**src/rtl/operator_sequencer_pkg.sv**
```systemverilog
// Shared definitions for the operator sequencer.
// Holds the frame geometry, the voice-operator ID layout, the host
// configuration target encoding, the buffered config-write entry format and
// the sequencer state encoding. It also provides helpers that split and build
// voice-operator IDs.
package operator_sequencer_pkg;

    localparam int NUM_VOICES        = 32;
    localparam int NUM_OPERATORS     = 8;
    localparam int CONFIG_FIFO_DEPTH = 4;

    localparam int VOICE_W             = $clog2(NUM_VOICES);
    localparam int OPERATOR_W          = $clog2(NUM_OPERATORS);
    localparam int VOICE_OPERATOR_ID_W = VOICE_W + OPERATOR_W;
    localparam int NUM_IDS             = NUM_VOICES * NUM_OPERATORS;
    localparam int ALGORITHM_WORD_W    = 11;
    localparam int CONFIG_DATA_W       = 16;

    typedef logic [VOICE_OPERATOR_ID_W-1:0] voice_operator_id_t;
    typedef logic [VOICE_W-1:0]             voice_id_t;
    typedef logic [OPERATOR_W-1:0]          operator_id_t;

    typedef enum logic {
        CONFIG_TARGET_ALGORITHM = 1'b0,
        CONFIG_TARGET_NOTEON    = 1'b1
    } config_target_t;

    typedef struct packed {
        config_target_t               target;
        voice_operator_id_t           addr;
        logic [CONFIG_DATA_W-1:0]     data;
    } config_entry_t;

    localparam int CONFIG_ENTRY_W = $bits(config_entry_t);

    typedef enum logic {
        SEQ_IDLE = 1'b0,
        SEQ_RUN  = 1'b1
    } seq_state_t;

    // The voice occupies the upper bits of an ID (voice-major ordering).
    function automatic voice_id_t get_voice_id(input voice_operator_id_t id);
        return id[VOICE_OPERATOR_ID_W-1 -: VOICE_W];
    endfunction

    function automatic voice_operator_id_t make_voice_operator_id(input voice_id_t voice,
                                                                  input operator_id_t op);
        return {voice, op};
    endfunction

endpackage

```
**src/rtl/operator_sequencer_config_fifo.sv**
```systemverilog
// Synchronous FIFO buffering host configuration writes.
// Ports:
//   clk        clock
//   rst_n      synchronous active-low reset; empties the FIFO
//   push       write push_data (ignored while full)
//   push_data  entry to store
//   pop        remove the head entry (ignored while empty)
//   pop_data   current head entry
//   full       registered; no free entry
//   empty      registered; no stored entry
// Depth must be a power of two so the pointers wrap by natural overflow.
module config_fifo #(
    parameter int DEPTH = 4,
    parameter int WIDTH = 8
) (
    input  logic             clk,
    input  logic             rst_n,
    input  logic             push,
    input  logic [WIDTH-1:0] push_data,
    input  logic             pop,
    output logic [WIDTH-1:0] pop_data,
    output logic             full,
    output logic             empty
);

    localparam int PTR_W = $clog2(DEPTH);

    logic [WIDTH-1:0] mem [DEPTH];
    logic [PTR_W-1:0] wr_ptr;
    logic [PTR_W-1:0] rd_ptr;
    logic [PTR_W:0]   count;
    logic [PTR_W:0]   count_next;
    logic             do_push;
    logic             do_pop;

    assign do_push    = push && !full;
    assign do_pop     = pop && !empty;
    assign count_next = count + (PTR_W+1)'(do_push) - (PTR_W+1)'(do_pop);
    assign pop_data   = mem[rd_ptr];

    // NOTE: sequential state uses non-blocking assignments so every flop
    // samples pre-edge values regardless of block evaluation order.
    always_ff @(posedge clk) begin
        if (!rst_n) begin
            wr_ptr <= '0;
            rd_ptr <= '0;
            count  <= '0;
            full   <= 1'b0;
            empty  <= 1'b1;
        end else begin
            if (do_push) wr_ptr <= wr_ptr + 1'b1;
            if (do_pop)  rd_ptr <= rd_ptr + 1'b1;
            count <= count_next;
            full  <= (count_next == (PTR_W+1)'(DEPTH));
            empty <= (count_next == '0);
        end
    end

    // NOTE: the storage array is deliberately not reset; the pointers and
    // count define which entries are valid, so clearing data is wasted logic.
    always_ff @(posedge clk) begin
        if (do_push) mem[wr_ptr] <= push_data;
    end

endmodule

```
**src/rtl/operator_sequencer.sv**
```systemverilog
// Operator sequencer: issues every voice-operator ID once per sample frame,
// one per clock, with its voice's note-on flag, and applies buffered host
// configuration writes only while no frame is in flight.
// Ports:
//   i_Clock, i_Reset_n                 clock, synchronous active-low reset
//   i_SampleTick                       starts a frame (ignored and flagged while running)
//   i_ConfigWrite{Valid,Target,Addr,Data} / o_ConfigWriteReady  host write channel
//   o_AlgorithmWriteEnable, o_ConfigWriteAddr, o_ConfigWriteData  algorithm memory write
//   o_Valid, o_VoiceOperator, o_NoteOn, o_FrameDone               pipeline issue stream
//   o_Overrun, i_OverrunClear          sticky tick-while-running flag and its clear
module operator_sequencer
    import operator_sequencer_pkg::*;
(
    input  logic                           i_Clock,
    input  logic                           i_Reset_n,
    input  logic                           i_SampleTick,
    input  logic                           i_ConfigWriteValid,
    output logic                           o_ConfigWriteReady,
    input  logic                           i_ConfigWriteTarget,
    input  logic [VOICE_OPERATOR_ID_W-1:0] i_ConfigWriteAddr,
    input  logic [CONFIG_DATA_W-1:0]       i_ConfigWriteData,
    output logic                           o_AlgorithmWriteEnable,
    output logic [VOICE_OPERATOR_ID_W-1:0] o_ConfigWriteAddr,
    output logic [CONFIG_DATA_W-1:0]       o_ConfigWriteData,
    output logic                           o_Valid,
    output logic [VOICE_OPERATOR_ID_W-1:0] o_VoiceOperator,
    output logic                           o_NoteOn,
    output logic                           o_FrameDone,
    output logic                           o_Overrun,
    input  logic                           i_OverrunClear
);

    localparam voice_operator_id_t LAST_ID = VOICE_OPERATOR_ID_W'(NUM_IDS - 1);

    seq_state_t               state, state_next;
    voice_operator_id_t       vo_id, vo_id_next;
    voice_operator_id_t       vo_id_inc;
    logic                     valid, valid_next;
    logic                     note_on, note_on_next;
    logic                     frame_done, frame_done_next;
    logic                     alg_we, alg_we_next;
    voice_operator_id_t       cfg_addr, cfg_addr_next;
    logic [CONFIG_DATA_W-1:0] cfg_data, cfg_data_next;
    logic [NUM_VOICES-1:0]    note_flags, note_flags_next;
    logic                     overrun, overrun_next;

    logic                      fifo_full;
    logic                      fifo_empty;
    logic                      fifo_pop;
    logic                      fifo_push;
    config_entry_t             push_entry;
    config_entry_t             head;
    logic [CONFIG_ENTRY_W-1:0] head_bits;

    assign o_ConfigWriteReady = !fifo_full;
    assign fifo_push          = i_ConfigWriteValid && !fifo_full;
    assign push_entry.target  = config_target_t'(i_ConfigWriteTarget);
    assign push_entry.addr    = i_ConfigWriteAddr;
    assign push_entry.data    = i_ConfigWriteData;
    assign head               = config_entry_t'(head_bits);
    assign vo_id_inc          = vo_id + 1'b1;

    config_fifo #(
        .DEPTH (CONFIG_FIFO_DEPTH),
        .WIDTH (CONFIG_ENTRY_W)
    ) u_config_fifo (
        .clk       (i_Clock),
        .rst_n     (i_Reset_n),
        .push      (fifo_push),
        .push_data (push_entry),
        .pop       (fifo_pop),
        .pop_data  (head_bits),
        .full      (fifo_full),
        .empty     (fifo_empty)
    );

    // NOTE: every signal assigned here gets a default first, so no path can
    // leave a value unassigned and infer a latch.
    always_comb begin
        state_next      = state;
        vo_id_next      = vo_id;
        valid_next      = 1'b0;
        note_on_next    = 1'b0;
        frame_done_next = 1'b0;
        alg_we_next     = 1'b0;
        cfg_addr_next   = cfg_addr;
        cfg_data_next   = cfg_data;
        note_flags_next = note_flags;
        fifo_pop        = 1'b0;
        // A tick in RUN sets the flag after the clear, so set wins.
        overrun_next    = overrun && !i_OverrunClear;

        unique case (state)
            SEQ_IDLE: begin
                if (i_SampleTick) begin
                    // The tick cycle never drains, so an algorithm strobe can
                    // never coincide with the first issued ID.
                    state_next      = SEQ_RUN;
                    vo_id_next      = '0;
                    valid_next      = 1'b1;
                    note_on_next    = note_flags[0];
                    frame_done_next = (NUM_IDS == 1);
                end else if (!fifo_empty) begin
                    fifo_pop = 1'b1;
                    if (head.target == CONFIG_TARGET_ALGORITHM) begin
                        alg_we_next   = 1'b1;
                        cfg_addr_next = head.addr;
                        cfg_data_next = head.data;
                    end else begin
                        note_flags_next[get_voice_id(head.addr)] = head.data[0];
                    end
                end
            end
            SEQ_RUN: begin
                if (i_SampleTick) overrun_next = 1'b1;
                if (vo_id == LAST_ID) begin
                    state_next = SEQ_IDLE;
                end else begin
                    vo_id_next      = vo_id_inc;
                    valid_next      = 1'b1;
                    note_on_next    = note_flags[get_voice_id(vo_id_inc)];
                    frame_done_next = (vo_id_inc == LAST_ID);
                end
            end
            default: state_next = SEQ_IDLE;
        endcase
    end

    always_ff @(posedge i_Clock) begin
        if (!i_Reset_n) begin
            state      <= SEQ_IDLE;
            vo_id      <= '0;
            valid      <= 1'b0;
            note_on    <= 1'b0;
            frame_done <= 1'b0;
            alg_we     <= 1'b0;
            cfg_addr   <= '0;
            cfg_data   <= '0;
            note_flags <= '0;
            overrun    <= 1'b0;
        end else begin
            state      <= state_next;
            vo_id      <= vo_id_next;
            valid      <= valid_next;
            note_on    <= note_on_next;
            frame_done <= frame_done_next;
            alg_we     <= alg_we_next;
            cfg_addr   <= cfg_addr_next;
            cfg_data   <= cfg_data_next;
            note_flags <= note_flags_next;
            overrun    <= overrun_next;
        end
    end

    assign o_Valid                = valid;
    assign o_VoiceOperator        = vo_id;
    assign o_NoteOn               = note_on;
    assign o_FrameDone            = frame_done;
    assign o_AlgorithmWriteEnable = alg_we;
    assign o_ConfigWriteAddr      = cfg_addr;
    assign o_ConfigWriteData      = cfg_data;
    assign o_Overrun              = overrun;

endmodule

```
**config.mk**
```make
export PLATFORM = sky130hd
export DESIGN_NAME = operator_sequencer
export DESIGN_NICKNAME = d
export VERILOG_FILES = /design/src/rtl/operator_sequencer_pkg.sv /design/src/rtl/operator_sequencer_config_fifo.sv /design/src/rtl/operator_sequencer.sv
export SDC_FILE = /design/constraint.sdc
export NUM_CORES = 1
export LEC_CHECK = 0
export ABC_CLOCK_PERIOD_IN_PS = 2100
export BUFFER_PORTS_ARGS = -buffer_cell sky130_fd_sc_hd__buf_4
export CAP_MARGIN = 20
export CORE_ASPECT_RATIO = 0.7
export CORE_UTILIZATION = 45
export CTS_CLUSTER_DIAMETER = 40
export DETAILED_ROUTE_END_ITERATION = 8
export PLACE_DENSITY = 0.68
export SYNTH_ARGS = -nofsm -noshare
export SYNTH_HDL_FRONTEND = slang
export SYNTH_SLANG_ARGS = --single-unit
```
**constraint.sdc**
```tcl
create_clock -name i_Clock -period 2.1 [get_ports i_Clock]
set_clock_uncertainty 0.2 [all_clocks]
set_input_delay 0.525 -clock i_Clock [delete_from_list [all_inputs] [get_ports i_Clock]]
set_output_delay 0.525 -clock i_Clock [all_outputs]
set_load 0.02 [all_outputs]
```
==> summary.md <==
The final reports fail on setup timing. For the via count, the log shows 5202. After detailed routing, the number of vias per cell comes to 5.346.

The number of buffers on the longest clock path is 2. The cell chosen for the clock root was sky130_fd_sc_hd__clkbuf_16. From left edge to right edge, the die measures 158.2 microns. The most frequently used flop master after synthesis was sky130_fd_sc_hd__edfxtp_1. Achievable clock frequency: 0.4364 GHz. CTS saw 180 sinks. Relative to the synthesized area, the layout overhead comes to 30.41%.

The post-route fraction of the period consumed by the critical path is 1.091. The switching share of power was 0.2737. The die area is 17620 sq um, and the worst supply voltage drop on vdd is 0.6134 mV. OpenSTA, run right after detailed placement, puts the worst setup slack at -0.2386 ns.

The logs give 0 for the number of diodes and 4 for the number of iterations in the first detailed-routing pass. For the pin with the worst max-slew slack, the measured transition is 0.4023 ns. Final max-slew violation count: 0. For the worst setup path, the data required time is 2.21 ns.

The cell area that synthesis handed to floorplanning was 7686 sq um. In the final layout, flip-flops and latches occupy 4622 sq um. The remaining routing DRC violations came out at 0. STA classifies the critical path endpoint as a flop.

Setup violations remaining at the end of the flow were counted as 28. The clock reaches the later pin of the worst-skew pair after 0.43 ns. Yosys printed 0 warnings. The leakage power was 3.700 nW. The tools report the worst slew margin relative to its limit as 0.7248. Most area-hungry cell type in the Yosys netlist: sky130_fd_sc_hd__edfxtp_1. Setup repair after global routing could not meet its margin everywhere. The worst setup path is of the flop to flop kind. The kind of launch point of the worst setup path was a flop. Global-route total usage across every layer: 0.2037. The final design utilization is 0.6077. In this run, CTS created clock tree buffers numbering 17. The proportion of netlist area held by the largest area contributor was 0.3907; the top-level I/O count was 68.

The detailed router finished its first iteration with 278 violations. After detailed routing, the average wire length per cell comes to 18.14 microns. The total grt overflow was 0.

After the last flow step, the layout net total stands at 774. The net load switching power came out at 2.729 mW. The internal power summed over all cells was 7.244 mW.

The wire-length estimate of the detail-placed layout is 11160 microns. The number of library cell types mapped by synthesis was 56; the largest driver fanout on the critical path was 6. The core region is 16490 sq um. The run finished, with violations left. After synthesis, the cell types taking the most area are sky130_fd_sc_hd__edfxtp_1 (39%), sky130_fd_sc_hd__dfxtp_1 (21%), sky130_fd_sc_hd__mux4_2 (7.9%). The number of enable flip-flop cells after synthesis is 100. The layout has 1287 filler cells.

The share of post-route cells with drive strength above 1 was 0.3570. In this run, post-CTS hold repair placed 0 buffers. The launch instance of the worst min-delay path was i_ConfigWriteAddr[1]. The congestion estimate from routability-driven global placement came to 0.8658. In this run the critical register-to-register path is launched from o_VoiceOperator[0]. In this run the tool buffered the top-level ports with 67 buffer cells.

Synthesis handed over a netlist of 603 instances. The run gives 44 as the pin count of the biggest net entering global routing. After routing the design area is 10020 sq um. The part of the power in the clock network was 0.340. The number of nets in the synthesized netlist is 642.

The proportion of synthesized flip-flops having asynchronous set or reset is 0, and the floorplan die height is 111.3 microns. After layout, the design draws a total of 9.973 mW. Summing all multi-input logic gate instances after layout gives 3131 sq um. The register share of total power was 0.429; the setup slack of the most critical reg-to-reg path was -0.19 ns. The worst setup path startpoint was o_VoiceOperator[0]. The global-route wire length before repair came out at 26990 microns. The path class of the tightest hold or removal check is input pin to flop. Dividing the synthesized area by the synthesized cell count gives 12.75 sq um. The number of antenna violations at the first check in global routing came out at 0.

The final setup slack of the worst path was -0.1913 ns. Data on the critical path arrives at its endpoint at 2.40 ns. The tool flagged a number of max-cap violations equal to 0.

Final critical path time including I/O delays and setup: 2.291 ns. Total placed instance area: 8961 sq um. The detail route stage leaves a number of antenna-violating nets equal to 0. The synthesized design contains 180 register bits. The final setup TNS is -1.428 ns. The number of hold violations in the final report is 0. For the combinational cell fraction of total power, the log shows 0.230. The tools report the effective utilization at floorplan as 0.4660. TritonCTS built the clock tree. Areal power density over the cells: 995.0 nW/um^2.

The clock-pin slew of the registers on the worst-case setup and hold paths was 0.07 ns. The clock tree synthesis step divided the H-tree into 4 levels. The part of the Yosys area used for sequential elements is 0.5991, and the wire length after detailed routing is 17650 microns.

Via count of the first global-routing pass: 5201. The initialized floorplan defines 39 standard-cell rows.
-- critical path, stage by stage (launching register included) --
cell                       delay, ns
sky130_fd_sc_hd__dfxtp_4        0.35
sky130_fd_sc_hd__ha_4           0.15
sky130_fd_sc_hd__and3_4         0.19
sky130_fd_sc_hd__xnor2_4        0.25
sky130_fd_sc_hd__mux4_2         0.56
sky130_fd_sc_hd__or2_0          0.22
sky130_fd_sc_hd__a31oi_1        0.14
sky130_fd_sc_hd__o211ai_1       0.10
-- worst paths after layout --
check,end,cells after the start
hold / removal,u_config_fifo.mem[1][17],1
hold reg to reg,o_ConfigWriteData[13],2
setup / recovery,o_NoteOn,7
setup reg to reg,o_NoteOn,7
-- synth_stat cells (2+ instances only) --
| library cell | instances |
|---|---|
| sky130_fd_sc_hd__nor3_2 | 2 |
| sky130_fd_sc_hd__edfxtp_1 | 100 |
| sky130_fd_sc_hd__ha_1 | 8 |
| sky130_fd_sc_hd__nor2b_1 | 33 |
| sky130_fd_sc_hd__nor2_2 | 4 |
| sky130_fd_sc_hd__a21boi_1 | 7 |
| sky130_fd_sc_hd__nor3b_2 | 3 |
| sky130_fd_sc_hd__nand3_1 | 11 |
| sky130_fd_sc_hd__and2_1 | 16 |
| sky130_fd_sc_hd__a31oi_1 | 3 |
| sky130_fd_sc_hd__xnor2_1 | 6 |
| sky130_fd_sc_hd__nor3_1 | 8 |
| sky130_fd_sc_hd__a21oi_1 | 10 |
| sky130_fd_sc_hd__nand3b_4 | 3 |
| sky130_fd_sc_hd__o21ai_0 | 19 |
| sky130_fd_sc_hd__a2111oi_0 | 2 |
| sky130_fd_sc_hd__a211oi_1 | 2 |
| sky130_fd_sc_hd__nand2b_1 | 12 |
| sky130_fd_sc_hd__o211ai_1 | 2 |
| sky130_fd_sc_hd__clkbuf_1 | 20 |
| sky130_fd_sc_hd__and4_1 | 2 |
| sky130_fd_sc_hd__buf_2 | 9 |
| sky130_fd_sc_hd__nand2_1 | 90 |
| sky130_fd_sc_hd__dfxtp_1 | 80 |
| sky130_fd_sc_hd__buf_4 | 3 |
| sky130_fd_sc_hd__nand3b_1 | 2 |
| sky130_fd_sc_hd__xor2_1 | 2 |
| sky130_fd_sc_hd__nor2_1 | 20 |
| sky130_fd_sc_hd__mux4_2 | 27 |
| sky130_fd_sc_hd__mux2i_1 | 30 |
| sky130_fd_sc_hd__a32oi_1 | 2 |
| sky130_fd_sc_hd__inv_1 | 12 |
| sky130_fd_sc_hd__and3_4 | 2 |
| sky130_fd_sc_hd__a21boi_0 | 25 |
| sky130_fd_sc_hd__nor3b_1 | 3 |
| sky130_fd_sc_hd__and3_1 | 3 |
-- power by group through the flow --
stage / clock network [mW] / registers (mW) / logic [mW]
6_report: 3.39 / 4.28 / 2.30
4_1_cts: 3.43 / 4.28 / 2.05
3_5_place_dp: 0 / 4.35 / 1.89
2_1_floorplan: 0 / 4.36 / 1.11
3_3_place_gp: 0 / 4.32 / 1.85
5_1_grt: 3.57 / 4.31 / 2.46
-- per-stage QoR --
stage	instances	hold WS [ns]
2_1_floorplan	603	0.2540
3_3_place_gp	925	0.2420
3_5_place_dp	925	0.2497
4_1_cts	963	0.07627
5_1_grt	973	0.07673
6_report	973	0.09104
-- metal layers --
metal  GRT usage  up-vias  wire length, microns
met1      0.2810     2601                  7861
li1            -     2442                     -
met3     0.05138       24                  1111
met5           0        -                     0
met4     0.06346        0                   272
met2      0.3164      135                  8402
-- registers in the layout, summed over array words and instances (netlist names), 2 cells and up, named ones only --
register	flops
u_config_fifo.mem	100
note_flags	32
o_ConfigWriteData	16
o_ConfigWriteAddr	8
o_VoiceOperator	8
u_config_fifo.count	3
u_config_fifo.rd_ptr	2
u_config_fifo.wr_ptr	2
-- cell type report --
| cell class | count | area share |
|---|---|---|
| Sequential cell | 180 | 0.4611 |
| Clock buffer | 18 | 0.04282 |
| Clock inverter | 14 | 0.01960 |
| Timing Repair Buffer | 146 | 0.1316 |
| Inverter | 12 | 0.004494 |
| Multi-Input combinational cell | 378 | 0.3123 |
| Tap cell | 225 | 0.02809 |
-- logic make-up after synthesis --
group	after synthesis	synth area share
flops	180	0.5991
fa+ha+maj	9	0.01563
buf+inv	45	0.02588
mux	59	0.1211
simple gates	220	0.1532
compound gates	80	0.07033
xor+xnor	10	0.01482
-- cells in the final DEF (no fill, tap or decap), types with 4 or more instances in the layout --
cell,count
sky130_fd_sc_hd__dfxtp_4,4
sky130_fd_sc_hd__nand3_1,10
sky130_fd_sc_hd__dfxtp_1,74
sky130_fd_sc_hd__bufinv_16,4
sky130_fd_sc_hd__nand2b_1,11
sky130_fd_sc_hd__a21boi_1,23
sky130_fd_sc_hd__nor2_4,8
sky130_fd_sc_hd__xnor2_1,5
sky130_fd_sc_hd__clkbuf_16,20
sky130_fd_sc_hd__mux4_2,27
sky130_fd_sc_hd__buf_12,10
sky130_fd_sc_hd__inv_1,12
sky130_fd_sc_hd__nor2_2,8
sky130_fd_sc_hd__a21boi_0,6
sky130_fd_sc_hd__nand2_1,82
sky130_fd_sc_hd__edfxtp_1,100
sky130_fd_sc_hd__o21ai_0,10
sky130_fd_sc_hd__buf_4,122
sky130_fd_sc_hd__nor2b_1,32
sky130_fd_sc_hd__ha_1,7
sky130_fd_sc_hd__nor2_1,8
sky130_fd_sc_hd__and2_1,11
sky130_fd_sc_hd__nand2_2,4
sky130_fd_sc_hd__mux2i_1,30
sky130_fd_sc_hd__and2_2,4
sky130_fd_sc_hd__nand2_4,4
sky130_fd_sc_hd__nor3_1,7
sky130_fd_sc_hd__inv_6,5
sky130_fd_sc_hd__o21ai_1,8
sky130_fd_sc_hd__a21oi_1,10
sky130_fd_sc_hd__buf_6,10
-- repair_timing --
| item | in CTS | in global routing |
|---|---|---|
| setup buffers | 6 | 7 |
| pin swaps | 9 | 21 |
| endpoints found under the setup margin | 41 | 54 |
| cloned | 0 | 3 |
| resized for setup | 29 | 64 |
Note: power is estimated with default switching activity, not from simulation.
